### src/rtl/uart_tx_arbiter_if.sv
// Handshake bundle between the four byte requesters, the arbiter and the tx serializer.
// The arbiter connects through "master"; a requester/serializer model connects through "slave".
interface uart_tx_arbiter_if;
  logic [3:0]  req_valid;
  logic [31:0] req_data;
  logic [3:0]  req_last;
  logic [3:0]  req_ready;
  logic        tx_start;
  logic [7:0]  tx_data;
  logic        tx_busy;
  logic [1:0]  grant_id;
  logic        grant_active;
  logic        lock_abort;

  modport master (
    input  req_valid, req_data, req_last, tx_busy,
    output req_ready, tx_start, tx_data, grant_id, grant_active, lock_abort
  );

  modport slave (
    output req_valid, req_data, req_last, tx_busy,
    input  req_ready, tx_start, tx_data, grant_id, grant_active, lock_abort
  );
endinterface

### src/rtl/uart_tx_arbiter.sv
// Round-robin arbiter sharing one UART tx serializer among four byte sources.
// A grant is held for a whole message; an owner that stalls too long is revoked.
//
// state | meaning
// IDLE  | no owner; pick next requester round-robin from last_grant+1
// LOAD  | owner holds grant; accept its byte or count towards timeout
// START | tx_start/req_ready pulse visible; serializer busy not yet valid
// WAIT  | serializer busy; on release finish message or fetch next byte
module uart_tx_arbiter #(
  parameter int LOCK_TIMEOUT = 12000,
  parameter int TO_W         = 14
) (
  input  logic               clock,
  input  logic               reset_n,
  uart_tx_arbiter_if.master  bus
);

  typedef enum logic [1:0] {
    S_IDLE  = 2'd0,
    S_LOAD  = 2'd1,
    S_START = 2'd2,
    S_WAIT  = 2'd3
  } state_t;

  state_t          state_q, state_d;
  logic [1:0]      last_grant_q, last_grant_d;
  logic [1:0]      grant_id_q, grant_id_d;
  logic            grant_active_q, grant_active_d;
  logic [3:0]      req_ready_q, req_ready_d;
  logic            tx_start_q, tx_start_d;
  logic [7:0]      tx_data_q, tx_data_d;
  logic            lock_abort_q, lock_abort_d;
  logic            last_flag_q, last_flag_d;
  logic [TO_W-1:0] to_cnt_q, to_cnt_d;
  logic [TO_W-1:0] to_cnt_inc;

  logic            rr_found;
  logic [1:0]      rr_winner;
  logic [1:0]      rr_cand;

  logic            owner_valid;
  logic            owner_last;
  logic [7:0]      owner_data;

  // Search order starts just after the previous owner and wraps back to it last.
  always_comb begin
    rr_found  = 1'b0;
    rr_winner = last_grant_q;
    rr_cand   = 2'd0;
    for (int k = 1; k <= 4; k++) begin
      rr_cand = last_grant_q + 2'(k);
      if (!rr_found && bus.req_valid[rr_cand]) begin
        rr_found  = 1'b1;
        rr_winner = rr_cand;
      end
    end
  end

  assign owner_valid = bus.req_valid[grant_id_q];
  assign owner_last  = bus.req_last[grant_id_q];
  assign owner_data  = bus.req_data[{grant_id_q, 3'b000} +: 8];

  assign to_cnt_inc  = (to_cnt_q == {TO_W{1'b1}}) ? to_cnt_q : to_cnt_q + TO_W'(1);

  always_comb begin
    state_d        = state_q;
    last_grant_d   = last_grant_q;
    grant_id_d     = grant_id_q;
    grant_active_d = grant_active_q;
    tx_data_d      = tx_data_q;
    last_flag_d    = last_flag_q;
    to_cnt_d       = to_cnt_q;
    req_ready_d    = 4'b0000;
    tx_start_d     = 1'b0;
    lock_abort_d   = 1'b0;

    case (state_q)
      S_IDLE: begin
        if (rr_found) begin
          grant_id_d     = rr_winner;
          last_grant_d   = rr_winner;
          grant_active_d = 1'b1;
          state_d        = S_LOAD;
        end
      end

      S_LOAD: begin
        if (owner_valid) begin
          tx_data_d   = owner_data;
          last_flag_d = owner_last;
          req_ready_d = 4'b0001 << grant_id_q;
          tx_start_d  = 1'b1;
          to_cnt_d    = '0;
          state_d     = S_START;
        end else if (to_cnt_inc == TO_W'(LOCK_TIMEOUT)) begin
          // Owner stalled mid-message: revoke so the others are not starved.
          lock_abort_d   = 1'b1;
          grant_active_d = 1'b0;
          to_cnt_d       = '0;
          state_d        = S_IDLE;
        end else begin
          to_cnt_d = to_cnt_inc;
        end
      end

      S_START: begin
        state_d = S_WAIT;
      end

      S_WAIT: begin
        if (!bus.tx_busy) begin
          if (last_flag_q) begin
            grant_active_d = 1'b0;
            state_d        = S_IDLE;
          end else begin
            state_d = S_LOAD;
          end
        end
      end

      default: begin
        state_d = S_IDLE;
      end
    endcase
  end

  always_ff @(posedge clock or negedge reset_n) begin
    if (!reset_n) begin
      state_q        <= S_IDLE;
      last_grant_q   <= 2'd3;
      grant_id_q     <= 2'd0;
      grant_active_q <= 1'b0;
      req_ready_q    <= 4'b0000;
      tx_start_q     <= 1'b0;
      tx_data_q      <= 8'h00;
      lock_abort_q   <= 1'b0;
      last_flag_q    <= 1'b0;
      to_cnt_q       <= '0;
    end else begin
      state_q        <= state_d;
      last_grant_q   <= last_grant_d;
      grant_id_q     <= grant_id_d;
      grant_active_q <= grant_active_d;
      req_ready_q    <= req_ready_d;
      tx_start_q     <= tx_start_d;
      tx_data_q      <= tx_data_d;
      lock_abort_q   <= lock_abort_d;
      last_flag_q    <= last_flag_d;
      to_cnt_q       <= to_cnt_d;
    end
  end

  assign bus.req_ready    = req_ready_q;
  assign bus.tx_start     = tx_start_q;
  assign bus.tx_data      = tx_data_q;
  assign bus.grant_id     = grant_id_q;
  assign bus.grant_active = grant_active_q;
  assign bus.lock_abort   = lock_abort_q;

endmodule

### src/flat_wrapper.sv
// flat-port wrapper written by rule: the top's interface ports become plain ports
module uart_tx_arbiter_flat 
#(
  parameter int LOCK_TIMEOUT = 12000,
  parameter int TO_W         = 14
)
  (clock, reset_n, bus_req_valid, bus_req_data, bus_req_last, bus_tx_busy, bus_req_ready, bus_tx_start, bus_tx_data, bus_grant_id, bus_grant_active, bus_lock_abort);
  uart_tx_arbiter_if bus_i ();
  input  logic clock;
  input  logic reset_n;
  input wire logic [$bits(bus_i.req_valid)-1:0] bus_req_valid;
  input wire logic [$bits(bus_i.req_data)-1:0] bus_req_data;
  input wire logic [$bits(bus_i.req_last)-1:0] bus_req_last;
  input wire logic [$bits(bus_i.tx_busy)-1:0] bus_tx_busy;
  output wire logic [$bits(bus_i.req_ready)-1:0] bus_req_ready;
  output wire logic [$bits(bus_i.tx_start)-1:0] bus_tx_start;
  output wire logic [$bits(bus_i.tx_data)-1:0] bus_tx_data;
  output wire logic [$bits(bus_i.grant_id)-1:0] bus_grant_id;
  output wire logic [$bits(bus_i.grant_active)-1:0] bus_grant_active;
  output wire logic [$bits(bus_i.lock_abort)-1:0] bus_lock_abort;
  assign bus_i.req_valid = bus_req_valid;
  assign bus_i.req_data = bus_req_data;
  assign bus_i.req_last = bus_req_last;
  assign bus_i.tx_busy = bus_tx_busy;
  assign bus_req_ready = bus_i.req_ready;
  assign bus_tx_start = bus_i.tx_start;
  assign bus_tx_data = bus_i.tx_data;
  assign bus_grant_id = bus_i.grant_id;
  assign bus_grant_active = bus_i.grant_active;
  assign bus_lock_abort = bus_i.lock_abort;
  uart_tx_arbiter #(.LOCK_TIMEOUT(LOCK_TIMEOUT), .TO_W(TO_W)) u_core (.clock(clock), .reset_n(reset_n), .bus(bus_i));
endmodule
### config.mk
export PLATFORM = sky130hd
export DESIGN_NAME = uart_tx_arbiter_flat
export DESIGN_NICKNAME = d
export VERILOG_FILES = /design/src/rtl/uart_tx_arbiter_if.sv /design/src/rtl/uart_tx_arbiter.sv /design/src/flat_wrapper.sv
export SDC_FILE = /design/constraint.sdc
export NUM_CORES = 1
export LEC_CHECK = 0
export ABC_AREA = 1
export BUFFER_PORTS_ARGS = -buffer_cell sky130_fd_sc_hd__buf_2
export CORE_ASPECT_RATIO = 0.7
export CORE_MARGIN = 3
export CORE_UTILIZATION = 53
export DETAILED_ROUTE_END_ITERATION = 8
export PLACE_DENSITY = 0.8
export SKIP_LAST_GASP = 1
export SYNTH_ARGS = -nofsm -noshare
export SYNTH_HDL_FRONTEND = slang
export SYNTH_SLANG_ARGS = --single-unit
### constraint.sdc
create_clock -name clock -period 2.1 [get_ports clock]
set_input_delay 0.105 -clock clock [delete_from_list [all_inputs] [get_ports clock]]
set_output_delay 0.105 -clock clock [all_outputs]
set_load 0.02 [all_outputs]
### After elaboration in Yosys (flattened, before gate mapping)

Cells that the tools add are included.
W data, S select, Z words.

| storage, ports and cells | value |
|---|---|
| RAM bits | 0 |
| logic and storage cells | 86 |
| output and inout port bits | 17 |
| bits of input ports | 43 |
| bits in registers | 36 |
| memories kept | 0 |
| bits in read-only memories | 0 |
| bits in latches | 0 |

| cells by class | value |
|---|---|
| reduce and logical (&&, ||, !) cells | 12 |
| shifts and indexed selects | 2 |
| $mul | 0 |
| add/sub/neg operators | 4 |
| order comparisons | 5 |
| div/mod/pow operators | 0 |
| equality and inequality tests | 11 |
| bitwise gates (word level) | 0 |
| mux-type cells | 42 |

Operators by type and width:

| kind | number |
|---|---|
| $mux W14 | 3 |
| $shiftx A32 B6 Y8 | 1 |
| $eq A14 B14 Y1 const B | 2 |
| $mux W1 | 21 |
| $mux W2 | 8 |
| $lt A2 B3 Y1 const B | 5 |
| $add A14 B1 Y14 const B | 1 |
| $bmux W1 S2 | 6 |
| $mux W4 | 2 |
| $pmux W2 S4 | 1 |
| $ne A2 B1 Y1 const B | 3 |
| $reduce_and A6 Y1 | 1 |
| $add A2 B2 Y2 const B | 2 |
| $eq A2 B2 Y1 const B | 2 |
| $ne A2 B2 Y1 const B | 2 |
| $reduce_and A2 Y1 | 2 |
| $shl A1 B2 Y4 const A | 1 |
| $logic_and A1 B1 Y1 | 3 |
| $logic_not A1 Y1 | 3 |
| $ne A3 B1 Y1 const B | 1 |
| $pmux W1 S3 | 1 |
| $reduce_and A3 Y1 | 1 |
| $reduce_bool A3 Y1 | 1 |
| $add A2 B1 Y2 const B | 1 |
| 2 further kinds | 2 |

### Depth between registers and ports, before layout

| logic depth | value |
|---|---|
| depth in word-level cells | 15 |
| mapped depth | 16 |

### Worst setup path after synthesis

No wires, ideal clock.

| timing | value |
|---|---|
| path kind | register to register |
| start point | register u_core.to_cnt_q[0] |
| end point | register u_core.state_q[0] |
| setup time | 0.113 ns |
| buffers on the path | 0 |
| arrival | 1.737 ns |
| path slack | 0.250 ns |
| period minus slack after synthesis | 1.850 ns |
| cell stages (with the launch flop) | 17 |
| cells stage by stage | dfrtp_1 > ha_1 > inv_2 > nor2_4 > nand2_4 > clkinv_4 > nand2_1 > nand2_1 > nand2_1 > inv_2 > nand2_1 > nor2_2 > nand3_2 > nand2_4 > nand3_2 > nand2_1 > inv_1 |

| on the way | value |
|---|---|
| word-level cells in the longest chain between the ends | 5 |

RTL lines:

| item | RTL line | source |
|---|---|---|
| from (decl) | uart_tx_arbiter.sv:34 | `logic [TO_W-1:0] to_cnt_q, to_cnt_d;` |
| from (signal assigned) | uart_tx_arbiter.sv:149 | `to_cnt_q <= to_cnt_d;` |
| $add A14 B1 Y14 or $eq A14 B14 Y1 (tied branches) | uart_tx_arbiter.sv:63 | `assign to_cnt_inc = (to_cnt_q == {TO_W{1'b1}}) ? to_cnt_q : to_cnt_q + TO_W'(1);` |
| $mux W14 (*) | uart_tx_arbiter.sv:63 |  |
| $eq A14 B14 Y1 (*) | uart_tx_arbiter.sv:95 | `end else if (to_cnt_inc == TO_W'(LOCK_TIMEOUT)) begin` |
| $ne A3 B1 Y1 (no line) (*) | - |  |
| $reduce_and A3 Y1 (no line) (*) | - |  |
| to (signal assigned) | uart_tx_arbiter.sv:140 | `state_q <= state_d;` |
| to (decl) | uart_tx_arbiter.sv:25 | `state_t state_q, state_d;` |

Mark *: on every way between the ends. The rest lies on a longest branch, timed or not.
A chain may end at the register's enable or synchronous reset.

### Worst setup path in the final report

Ends and elaborated chain as after synthesis.

==> results.txt <==
CP arrival: 2.22 ns
H-tree depth: 2
Post-Layout Cell Count: 427
worst skew pair latency: 0.29 ns
CTS clk-pin slew, worst paths: 0.08 ns
# clock sinks: 36
antenna violations before repair: 0
Least-Margin Pin Slew: 0.792 ns
Port Buffer Count: 59
Placed Cells incl. Taps: 417
Max Clock Freq: 0.492 GHz
commonest non-fill, non-tap cell in the layout: nand2_1
Worst Min Path Start: bus_tx_busy
die width: 84.1 µm
final wirelength: 6.23 mm
RSZ-0062 raised after global routing: yes
Worst Hold Depth: 3
share of layout cells above drive strength 1: 27.2%
Overall Power: 3.50 mW
vias in the first global route: 2,200
Hold Vio Cnt, Final: 0
GRT Total Usage: 25.2%
post-synth top area cell: dfrtp_1
die height: 60.7 µm
Post-DRT Antenna Nets: 0
final core occ: 69.9%
Clock Path Buffers: 2
DP HPWL: 4.69 mm
Pre-Repair DR Iteration Count: 4
Synth Net Count: 348
# fillers: 322
P_leak: 1.37 nW
status: completed
num rows: 19
CP Class: register to register
number of remaining DRC errors: 0
reg2reg setup slack: 0.07 ns
Worst Reg2Reg Path Length in Cells: 12
dpl cell area: 0.00265 mm²
global placement routability congestion: 0.999
Via density: 5.60
first-pass GRT wire length: 10.2 mm
top cell type's share of synthesized area: 37.6%
core area: 0.00402 mm²
Area contributors post-synth: dfrtp_1 38%, nand2_1 12%, nand3_1 6.0%
Worst slew margin: 47.2%
Critical Path Source Type: register
post-layout instance area: 0.00281 mm²
synth warn: 0
fraction of registers with async set or reset after synthesis: 100%
GRT overflow: 0
Layout area overhead: 24.2%
initial core utilization: 56.3%
mean post-synth cell area: 7.44 µm²
most frequent cells in the layout: 71 x nand2_1, 59 x buf_2, 34 x inv_1, 34 x dfrtp_1, 27 x nand3_1
maxcap violations: 0
Post-Route Setup TNS: 0 ns
r2r endpoint: u_core.state_q[0]$_DFFE_PN0P_
crit-path max FO: 10
Post-synth top flop: dfrtp_1
Cell variety after synth: 31
synthesized instance count: 304
final worst path period share: 96.7%
max-slew violation count: 0
pin count of the biggest net entering global routing: 37
drt first-iter violations: 212
Req. time, crit path: 2.28 ns
nets: 418
worst r2r src: u_core.to_cnt_q[0]$_DFFE_PN0P_
minimum clock period: 2.03 ns
Final Skew: 0.00996 ns
# IOs: 60
Antenna Cells: 0
Yosys reg bits: 36
CTS tree: done
Max rail drop VDD: 0.864 mV
routed via count: 2,393
Hold WC Path Type: primary input to register
routed wire length per instance: 14.6 µm
Power Density: 1250 mW/mm²
sequential element share of the synthesized area: 39.9%
die area: 0.00510 mm²
Root Buffer: clkbuf_8
total CTS buffers: 5
Synth Cell Area: 0.00226 mm²
endpoints failing setup: 0
Crit. End Element: register
Post-synth EDFFs: 0
-- critical path: stages (launching register included) --
cell and delay [ns]:
dfrtp_1 0.41, buf_4 0.17, nand3_2 0.17, nor2_4 0.20, nand3_1 0.10, nand2_1 0.09
nand4_1 0.13, nor2_2 0.16, nand3_2 0.14, nand2_4 0.16, nand3_2 0.08, nand2_1 0.08
inv_1 0.04
-- flip-flops by register name, summed over array words and instances, names as in the netlist, named ones only --
signal / count
u_core.to_cnt_q: 14
u_core.bus.tx_start: 1
u_core.last_grant_q: 2
u_core.bus.grant_id: 2
u_core.bus.grant_active: 1
u_core.bus.tx_data: 8
u_core.bus.req_ready: 4
u_core.state_q: 1
u_core.last_flag_q: 1
u_core.bus.lock_abort: 1
-- area by class of cell --
type	count	area [µm²]	area share, %
multi-input combinational	223	1200	42.7
clock buffer	7	96.3	3.43
clock inverter	1	30.0	1.07
inverter	41	159	5.65
timing repair buffer	67	358	12.7
tap	52	65.1	2.32
sequential	36	903	32.1
-- through the flow --
step	hold slack [ns]	setup slack, ns
after floorplan	-0.191	0.250
after global placement	0.239	0.152
after detailed placement	0.243	0.0283
after CTS	0.0872	0.0506
after global routing	0.111	-0.0648
final	0.0952	0.0684
-- worst max path at each step --
stage	from	to	cells past startpoint
CTS	u_core.to_cnt_q[1]$_DFFE_PN0P_	u_core.state_q[0]$_DFFE_PN0P_	14
detailed placement	u_core.to_cnt_q[1]$_DFFE_PN0P_	u_core.state_q[0]$_DFFE_PN0P_	14
global route	u_core.to_cnt_q[0]$_DFFE_PN0P_	u_core.state_q[0]$_DFFE_PN0P_	14
finish	u_core.to_cnt_q[0]$_DFFE_PN0P_	u_core.state_q[0]$_DFFE_PN0P_	12
floorplan	u_core.to_cnt_q[0]$_DFFE_PN0P_	u_core.state_q[0]$_DFFE_PN0P_	16
global placement	u_core.to_cnt_q[1]$_DFFE_PN0P_	u_core.state_q[0]$_DFFE_PN0P_	12
-- kinds of logic (layout without fill, tap and decap cells) --
kind of cell	Yosys count	after routing	synth area share, %
DFF	36	36	39.9
buffers and inverters	45	116	7.74
adders and majority gates	1	1	0.553
xor gates and xnor gates	6	6	2.32
AOI/OAI and AO/OA	56	56	15.2
and+or+nand+nor	160	160	34.2
-- cells in the mapped netlist (2+ instances only) --
cell type  instances
nor2_4             3
nor2_2             6
nand2_2            2
o21ai_1            2
a22oi_1            9
inv_1             34
dfstp_2            2
nand2_1           71
o21ai_0           19
o21a_1             8
clkbuf_1           3
o22ai_1           10
a21oi_1            5
inv_2              5
dfrtp_1           34
xor2_1             5
nand3_1           27
nand3_2            4
nand2_4            3
nand4_1           16
nor2_1            21
nor3_1             6
-- repair_timing --
| item | in CTS | in global routing |
|---|---|---|
| endpoints found under the hold margin | 34 | 0 |
| hold buffers | 1 | 0 |
| cloned | 0 | 0 |
| setup endpoints to repair | 1 | 14 |
| resized for setup | 1 | 3 |
| buffers inserted | 0 | 1 |
-- layer usage --
metal  routed length (µm)  vias to the layer above  GRT usage [%]  part of all wire (%)
li1                     -                     1164              -                     -
met1                 2890                     1122           37.0                    46
met2                 2830                      101           39.4                    45
met3                  460                        6           5.16                   7.4
met4                   49                        0           5.05                  0.79
met5                    0                        -              0                     0
-- power by group --
part	leakage [nW]	internal (mW)	switching [mW]
Clock	0.0645	0.419	0.249
Sequential	0.459	0.916	0.150
Combinational	0.843	0.623	1.15
Power figures use the tool's default switching activity.
